File: src/rtl/pico_io_pkg.sv
// Register offsets and STATUS bit positions shared by the PicoBlaze I/O port blocks.
package pico_io_pkg;

  localparam logic [7:0] REG_STATUS   = 8'd0;
  localparam logic [7:0] REG_RX_DATA  = 8'd1;
  localparam logic [7:0] REG_LED      = 8'd2;
  localparam logic [7:0] REG_IRQ_MASK = 8'd3;
  localparam logic [7:0] REG_TX_DATA  = 8'd4;

  localparam int ST_RX_NOT_EMPTY = 0;
  localparam int ST_RX_FULL      = 1;
  localparam int ST_RX_OVERFLOW  = 2;
  localparam int ST_TX_VALID     = 3;

endpackage

File: src/rtl/pico_io_fifo.sv
// Small synchronous RX FIFO; DEPTH must be a power of two so the pointers wrap naturally.
module pico_io_fifo #(
  parameter int DEPTH = 4,
  parameter int W     = 8
) (
  input  logic                   clk,
  input  logic                   rst,
  input  logic                   push_i,
  input  logic                   pop_i,
  input  logic [W-1:0]           data_i,
  output logic [W-1:0]           data_o,
  output logic                   full_o,
  output logic                   empty_o,
  output logic [$clog2(DEPTH):0] count_o
);

  localparam int AW = $clog2(DEPTH);
  localparam int CW = AW + 1;

  logic [W-1:0]  mem_q [DEPTH];
  logic [AW-1:0] wr_ptr_q, wr_ptr_d;
  logic [AW-1:0] rd_ptr_q, rd_ptr_d;
  logic [CW-1:0] count_q, count_d;
  logic          push_ok, pop_ok;

  assign full_o  = (count_q == CW'(DEPTH));
  assign empty_o = (count_q == '0);
  assign count_o = count_q;
  assign data_o  = mem_q[rd_ptr_q];

  // A push into a full FIFO is legal only when a pop frees the slot at the same edge.
  assign pop_ok  = pop_i & ~empty_o;
  assign push_ok = push_i & (~full_o | pop_ok);

  always_comb begin
    wr_ptr_d = wr_ptr_q;
    rd_ptr_d = rd_ptr_q;
    count_d  = count_q;
    if (push_ok) wr_ptr_d = wr_ptr_q + 1'b1;
    if (pop_ok)  rd_ptr_d = rd_ptr_q + 1'b1;
    case ({push_ok, pop_ok})
      2'b10:   count_d = count_q + 1'b1;
      2'b01:   count_d = count_q - 1'b1;
      default: count_d = count_q;
    endcase
  end

  always_ff @(posedge clk) begin
    if (rst) begin
      wr_ptr_q <= '0;
      rd_ptr_q <= '0;
      count_q  <= '0;
    end else begin
      wr_ptr_q <= wr_ptr_d;
      rd_ptr_q <= rd_ptr_d;
      count_q  <= count_d;
    end
  end

  always_ff @(posedge clk) begin
    if (push_ok) mem_q[wr_ptr_q] <= data_i;
  end

endmodule

File: src/rtl/pico_io_port.sv
// PicoBlaze-style I/O port: STATUS, RX FIFO, LED, IRQ mask and TX register.
// Define PICO_IO_KWRITE_EN to let k_write_strobe qualify LED and TX_DATA writes.
module pico_io_port
  import pico_io_pkg::*;
#(
  parameter int         FIFO_DEPTH = 4,
  parameter logic [7:0] BASE_ID    = 8'h00
) (
  input  logic       clk,
  input  logic       cpu_reset,
  input  logic [7:0] port_id,
  input  logic [7:0] out_port,
  input  logic       write_strobe,
  input  logic       k_write_strobe,
  input  logic       read_strobe,
  output logic [7:0] in_port,
  output logic       interrupt,
  input  logic       interrupt_ack,
  input  logic [7:0] rx_data,
  input  logic       rx_valid,
  output logic       rx_ready,
  output logic [7:0] tx_data,
  output logic       tx_valid,
  input  logic       tx_ready,
  output logic [7:0] led_out
);

  localparam int CW = $clog2(FIFO_DEPTH) + 1;

  logic [7:0] in_port_q, in_port_d;
  logic [7:0] led_q, led_d;
  logic [2:0] mask_q, mask_d;
  logic [7:0] tx_data_q, tx_data_d;
  logic       tx_valid_q, tx_valid_d;
  logic       ovf_q, ovf_d;
  logic       irq_q, irq_d;

  logic hit_status, hit_rx, hit_led, hit_mask, hit_tx;
  logic kw;
  logic wr_status, wr_led, wr_mask, wr_tx;
  logic rx_push, rx_pop, rx_full, rx_empty, ovf_event, irq_cond;
  logic [7:0]    rx_head, status;
  logic [CW-1:0] rx_count_unused;

  assign hit_status = (port_id == BASE_ID + REG_STATUS);
  assign hit_rx     = (port_id == BASE_ID + REG_RX_DATA);
  assign hit_led    = (port_id == BASE_ID + REG_LED);
  assign hit_mask   = (port_id == BASE_ID + REG_IRQ_MASK);
  assign hit_tx     = (port_id == BASE_ID + REG_TX_DATA);

`ifdef PICO_IO_KWRITE_EN
  assign kw = k_write_strobe;
`else
  logic unused_kwrite;
  assign kw            = 1'b0;
  assign unused_kwrite = k_write_strobe;
`endif

  assign wr_status = write_strobe & hit_status;
  assign wr_mask   = write_strobe & hit_mask;
  assign wr_led    = (write_strobe | kw) & hit_led;
  assign wr_tx     = (write_strobe | kw) & hit_tx;

  // Handshakes: a byte moves on rx (resp. tx) at a rising edge where valid and
  // ready are both high; a producer holds data stable while valid is high.
  // The one exception is a full RX FIFO, which still accepts a byte when a CPU
  // pop happens at the same edge even though rx_ready is low.
  assign rx_pop    = read_strobe & hit_rx & ~rx_empty;
  assign rx_push   = rx_valid & (~rx_full | rx_pop);
  assign ovf_event = rx_valid & rx_full & ~rx_pop;
  assign rx_ready  = ~rx_full;

  pico_io_fifo #(.DEPTH(FIFO_DEPTH), .W(8)) u_rx_fifo (
    .clk     (clk),
    .rst     (cpu_reset),
    .push_i  (rx_push),
    .pop_i   (rx_pop),
    .data_i  (rx_data),
    .data_o  (rx_head),
    .full_o  (rx_full),
    .empty_o (rx_empty),
    .count_o (rx_count_unused)
  );

  always_comb begin
    status                  = '0;
    status[ST_RX_NOT_EMPTY] = ~rx_empty;
    status[ST_RX_FULL]      = rx_full;
    status[ST_RX_OVERFLOW]  = ovf_q;
    status[ST_TX_VALID]     = tx_valid_q;
  end

  assign irq_cond = (~rx_empty & mask_q[0]) | (ovf_q & mask_q[1]) | (~tx_valid_q & mask_q[2]);

  always_comb begin
    in_port_d  = 8'h00;
    led_d      = led_q;
    mask_d     = mask_q;
    tx_data_d  = tx_data_q;
    tx_valid_d = tx_valid_q;
    ovf_d      = ovf_q;
    irq_d      = interrupt_ack ? 1'b0 : irq_cond;

    if (hit_status)    in_port_d = status;
    else if (hit_rx)   in_port_d = rx_head;
    else if (hit_led)  in_port_d = led_q;
    else if (hit_mask) in_port_d = {5'b0, mask_q};
    else if (hit_tx)   in_port_d = tx_data_q;

    if (wr_led)  led_d  = out_port;
    if (wr_mask) mask_d = out_port[2:0];

    // A fresh overflow at the same edge as the clear keeps the flag set.
    if (ovf_event)                                   ovf_d = 1'b1;
    else if (wr_status && out_port[ST_RX_OVERFLOW]) ovf_d = 1'b0;

    if (tx_valid_q) begin
      if (tx_ready) tx_valid_d = 1'b0;
    end else if (wr_tx) begin
      tx_data_d  = out_port;
      tx_valid_d = 1'b1;
    end
  end

  always_ff @(posedge clk) begin
    if (cpu_reset) begin
      in_port_q  <= '0;
      led_q      <= '0;
      mask_q     <= '0;
      tx_data_q  <= '0;
      tx_valid_q <= 1'b0;
      ovf_q      <= 1'b0;
      irq_q      <= 1'b0;
    end else begin
      in_port_q  <= in_port_d;
      led_q      <= led_d;
      mask_q     <= mask_d;
      tx_data_q  <= tx_data_d;
      tx_valid_q <= tx_valid_d;
      ovf_q      <= ovf_d;
      irq_q      <= irq_d;
    end
  end

  assign in_port   = in_port_q;
  assign led_out   = led_q;
  assign tx_data   = tx_data_q;
  assign tx_valid  = tx_valid_q;
  assign interrupt = irq_q;

endmodule

File: config.mk
export PLATFORM = sky130hd
export DESIGN_NAME = pico_io_port
export DESIGN_NICKNAME = d
export VERILOG_FILES = /design/src/rtl/pico_io_pkg.sv /design/src/rtl/pico_io_fifo.sv /design/src/rtl/pico_io_port.sv
export SDC_FILE = /design/constraint.sdc
export NUM_CORES = 1
export LEC_CHECK = 0
export ABC_AREA = 1
export BUFFER_PORTS_ARGS = -buffer_cell sky130_fd_sc_hd__buf_2
export CORE_UTILIZATION = 55
export DETAILED_ROUTE_END_ITERATION = 7
export MAX_ROUTING_LAYER = met4
export PLACE_DENSITY = 0.9
export SYNTH_ARGS = -nofsm -noshare
export SYNTH_HDL_FRONTEND = slang
export SYNTH_SLANG_ARGS = --single-unit
File: constraint.sdc
create_clock -name clk -period 2.59 [get_ports clk]
set_input_delay 0.518 -clock clk [delete_from_list [all_inputs] [get_ports clk]]
set_output_delay 0.518 -clock clk [all_outputs]
set_load 0.05 [all_outputs]
==> metrics.yaml, run 1 <==
drt_pass1_iterations: 4
wl_per_cell_um: 13.71
final_area_mm2: 0.003632
worst_pin_slew_ns: 0.7121
rsz0062_at_grt: "no"
maxCapViolCount: 0
synthXorXnorAreaFrac: 0.002858
wl_um: 6566
via_count: 2536
path_clk_slew_ns: 0.07
htree_levels: 3
worst-path-max-fanout: 5
yosysUniqueCellTypes: 34
diodes: 0
cp-start-kind: "flop"
synth_compound_area_frac: 0.1262
drc: 0
area_growth_syn_to_layout_pct: 18.54
cts.repair.resized: 0
yosys.area_share.adder: 0.02695
grt_pass1_vias: 2521
cts_setup_buffers: 0
crit_chain: "inv_1, nand3_1, nand3_2, nand2_1, nand2_2, ha_1, inv_1, fa_1, a21oi_1, o21ai_0, o21ai_0, a21oi_1"
layout_common_cells: "nor2_1 (57), buf_2 (57), nand2_1 (47)"
maxSlewViolCount: 0
dieArea_mm2: 0.005874
cpPeakStageDelay_ns: 0.37
port_buffers: 57
syn_nets: 376
status: "completed"
viasPerCell: 5.294
postRouteAntennaNets: 0
row_count: 26
hold_buffers: 0
stdcell_count: 479
slew_headroom: 0.5248
die_w_um: 76.64
synth_area_per_cell_um2: 9.066
cp_top_family: "simple AND/OR/NAND/NOR gates"
cts_sinks: 71
dp_hpwl_um: 4496
fin_crit_sh: 0.8507
cp_num_buf_inv: 2
timing.hold.ws_ns: 0.3167
track_usage: 0.2490
worst_ep_arrival_time_ns: 2.44
dpl_cell_area_mm2: 0.003436
grt_overflow: 0
ios: 59
hold_viol: 0
cts-root-buf: "clkbuf_8"
synth_cells: 338
async_reset_ff_frac: 0
power_density_mw_per_mm2: 612.9
path_class: "reg -> reg"
core_mm2: 0.005238
die_y_um: 76.64
end_kind: "flop"
cts_inserted_buffers: 9
synth_edf_count: 32
cts_tree: "yes"
dp_cells: 463
finalCriticalPeriod_ns: 2.203
ys_seq_elements: 71
grt_pass1_wl_um: 11000
drt_iter0_drc: 156
peakVddDrop_mv: 0.4177
cts_buffer_depth: 2
layout.nets: 442
seq_area_frac_synth: 0.5684
slowest_stage: "fa_1"
antenna_found_initial: 0
yosys_warnings: 0
yosys_most_used_dff: "dfxtp_1"
initial_core_util: 0.5850
p_leak_uw: 0.001574
hp-class: "in -> reg"
mappedNetlistArea_mm2: 0.003064
cp.required_ns: 2.83
fin_skew_ns: 0.004214
finalSetupTns_ns: 0
synth_top_family_by_area: "simple AND/OR/NAND/NOR gates"
max_freq_mhz: 453.9
synthMuxAreaShare: 0
synth-simple-area-share: 0.2066
gp_congestion: 0.8829
insertion_delay_ns: 0.35
drive_above_1_share: 0.2421
utilization: 0.6935
grt_max_degree: 26
setup_viol: 0
==> area by class of cell <==
class                      instances  area, µm²
clock inverter                     7      72.57
multi-input combinational        219       1111
timing repair buffer              64      337.8
tap                               70      87.58
clock buffer                       9      123.9
inverter                          39      157.7
sequential                        71       1742
fill                             404       1605
==> flip-flops by register name (all words and copies together) (netlist names), named ones only <==
name,count
in_port,8
interrupt,1
led_out,8
mask_q,3
ovf_q,1
tx_data,8
tx_valid,1
u_rx_fifo.count_o,3
u_rx_fifo.mem_q,32
u_rx_fifo.rd_ptr_q,2
u_rx_fifo.wr_ptr_q,2
==> worst paths after layout <==
| check | from | to | slack, ns | depth (start not counted) |
|---|---|---|---|---|
| worst max-delay path | u_rx_fifo.count_o[0]$_SDFFE_PP0P_ | u_rx_fifo.count_o[2]$_SDFFE_PP0P_ | 0.39 | 12 |
| worst min-delay path | interrupt_ack | interrupt$_SDFF_PP0_ | 0.32 | 2 |
| worst max register to register | u_rx_fifo.count_o[0]$_SDFFE_PP0P_ | u_rx_fifo.count_o[2]$_SDFFE_PP0P_ | 0.39 | 12 |
| worst min register to register | led_out[1]$_SDFFE_PP0P_ | led_out[1]$_SDFFE_PP0P_ | 0.48 | 2 |
==> per-layer routing <==
layer	vias up	part of all wire	routed length, µm	track usage
li1	1257	-	-	-
met1	1176	0.42	2740	0.2724
met2	91	0.50	3303	0.4216
met3	12	0.061	401	0.07665
met4	0	0.018	119	0.1000
met5	-	0	0	-
==> where the power goes <==
group	total (µW)	leakage (µW)	switching, µW	internal, µW
logic	135	0.000873	87.5	47.4
clock network	879	0.0000918	435	445
registers	1210	0.000609	11.5	1200
==> cells by family (layout without fill, tap and decap cells) <==
family | after synthesis | in the layout
adder cells (fa/ha/maj) | 6 | 6
AO/OA/AOI/OAI | 73 | 73
flip-flops | 71 | 71
AND/OR/NAND/NOR | 139 | 139
XOR/XNOR | 1 | 1
buffers and inverters | 48 | 119
==> cells in the mapped netlist, types with 4 or more instances <==
cell / count / area, µm²
a31oi_1: 4 / 25.02
a21oi_1: 25 / 125.1
nand3_1: 16 / 80.08
nand2_1: 47 / 176.4
o22ai_1: 7 / 43.79
inv_1: 33 / 123.9
o21ai_0: 34 / 170.2
nor2_1: 57 / 214.0
dfxtp_1: 39 / 780.8
ha_1: 5 / 62.56
nor3_1: 5 / 25.02
edfxtp_1: 32 / 960.9
==> stage by stage <==
step | total power, µW | worst slack, ns
2_1_floorplan | 1311 | 0.4508
3_3_place_gp | 1365 | 0.2476
3_5_place_dp | 1371 | 0.1668
4_1_cts | 2237 | 0.3812
5_1_grt | 2316 | 0.1214
6_report | 2226 | 0.3866
Power figures use the tool's default switching activity.
==> run 2, diff against run 1 <==
--- a/config.mk
+++ b/config.mk
@@ -7,6 +7,7 @@
 export LEC_CHECK = 0
 export ABC_AREA = 1
 export BUFFER_PORTS_ARGS = -buffer_cell sky130_fd_sc_hd__buf_2
+export CORE_MARGIN = 2
 export CORE_UTILIZATION = 55
 export DETAILED_ROUTE_END_ITERATION = 7
 export MAX_ROUTING_LAYER = met4
==> metrics.yaml, run 2 (same netlist as run 1, synthesis figures left out) <==
status: "completed"
grt_max_degree: 26
cts_sinks: 71
maxCapViolCount: 0
slowest_stage: "fa_1"
grt_use_met1: 0.2644
cts_inserted_buffers: 9
path_depth: 12
rsz0062_at_grt: "no"
port_buffers: 57
met2_usage: 0.3632
cpPeakStageDelay_ns: 0.38
largest_reg_flops: 32
die_y_um: 78.64
cp.required_ns: 2.82
viasPerCell: 5.202
fin_crit_sh: 0.8591
drt_pass1_iterations: 5
crit_chain: "inv_1, nand3_1, nand3_2, nand2_1, nand2_2, ha_1, inv_1, fa_1, a21oi_1, o21ai_0, o21ai_0, a21oi_1"
setup_viol: 0
crit_start: "u_rx_fifo.count_o[0]$_SDFFE_PP0P_"
end_kind: "flop"
grt_overflow: 0
cts_tree: "yes"
insertion_delay_ns: 0.35
cp-start-kind: "flop"
diodes: 0
wl_per_cell_um: 13.38
cts_setup_buffers: 0
antenna_found_initial: 0
timing.hold.ws_ns: 0.3210
core_mm2: 0.005439
hold_buffers: 0
cts_buffer_depth: 2
grt-busiest-layer: "met2"
row_count: 27
dieArea_mm2: 0.006184
gp_congestion: 0.9169
finalCriticalPeriod_ns: 2.225
path_class: "reg -> reg"
path_clk_slew_ns: 0.07
cp_top_family: "simple AND/OR/NAND/NOR gates"
drc: 0
dp_cells: 465
layout.nets: 442
grt_pass1_wl_um: 10400
reg2regPathDepth: 12
p_leak_uw: 0.001572
power_density_mw_per_mm2: 608.1
rrSetupSlack_ns: 0.36
stdcell_count: 481
top_register: "u_rx_fifo.mem_q"
layout_common_cells: "nor2_1 (57), buf_2 (57), nand2_1 (47)"
drive_above_1_share: 0.2372
postRouteAntennaNets: 0
finalSetupTns_ns: 0
ios: 59
cts-root-buf: "clkbuf_8"
endpoint: "u_rx_fifo.count_o[2]$_SDFFE_PP0P_"
track_usage: 0.2262
drt_iter0_drc: 168
nFillCells: 405
worst_ep_arrival_time_ns: 2.46
slew_headroom: 0.5122
wl_um: 6435
cts.repair.resized: 0
die_w_um: 78.64
via_count: 2502
fin_skew_ns: 0.009067
r2r_start: "u_rx_fifo.count_o[0]$_SDFFE_PP0P_"
cp_num_buf_inv: 2
initial_core_util: 0.5634
worst_pin_slew_ns: 0.7309
met3_usage: 0.05862
hp-class: "in -> reg"
area_growth_syn_to_layout_pct: 18.42
worst-path-max-fanout: 5
htree_levels: 3
dp_hpwl_um: 4522
maxSlewViolCount: 0
hold_viol: 0
peakVddDrop_mv: 0.4435
r2r-end: "u_rx_fifo.count_o[2]$_SDFFE_PP0P_"
max_freq_mhz: 449.4
grt_pass1_vias: 2372
## run 2: how the worst min path moves through the flow
stage	cells past startpoint	start	end
after floorplan	1	u_rx_fifo.count_o[0]$_SDFFE_PP0P_	u_rx_fifo.count_o[0]$_SDFFE_PP0P_
after global placement	1	u_rx_fifo.count_o[0]$_SDFFE_PP0P_	u_rx_fifo.count_o[0]$_SDFFE_PP0P_
after detailed placement	2	tx_data[6]$_SDFFE_PP0P_	in_port[6]$_SDFF_PP0_
after CTS	2	interrupt_ack	interrupt$_SDFF_PP0_
after global routing	2	interrupt_ack	interrupt$_SDFF_PP0_
final	2	interrupt_ack	interrupt$_SDFF_PP0_
## run 2: power breakdown
part | internal (µW) | switching, µW
Sequential | 1200 | 11.3
Clock | 445 | 412
Combinational | 47.7 | 89.1
## run 2: worst reg2reg max path: stages, from the launching register on
cell and delay [ns]:
dfxtp_1 0.33, inv_1 0.10, nand3_1 0.15, nand3_2 0.15, nand2_1 0.14, nand2_2 0.14, ha_1 0.15, inv_1 0.07
fa_1 0.38, a21oi_1 0.16, o21ai_0 0.12, o21ai_0 0.17, a21oi_1 0.05
## run 2: final cells by class
type	count	area [µm²]	share of cell area
clock inverter	5	58.81	0.01621
sequential	71	1742	0.4800
clock buffer	11	131.4	0.03621
tap	72	90.09	0.02483
timing repair buffer	64	337.8	0.09310
multi-input combinational	219	1111	0.3062
inverter	39	157.7	0.04345
## run 2: routing by layer
metal	part of all wire	vias up
met5	0	-
met1	0.44	1155
met4	0.023	0
met2	0.48	79
met3	0.053	14
li1	-	1254
## run 2: metrics by stage
stage / total power [µW] / utilization / worst slack [ns] / instance area [µm²]
floorplan: 1311 / - / 0.4508 / 3064
global placement: 1366 / 0.6322 / 0.2464 / 3438
detailed placement: 1373 / 0.6322 / 0.1747 / 3438
CTS: 2218 / 0.6671 / 0.3823 / 3628
global route: 2282 / 0.6671 / 0.1272 / 3628
finish: 2206 / 0.6671 / 0.3649 / 3628
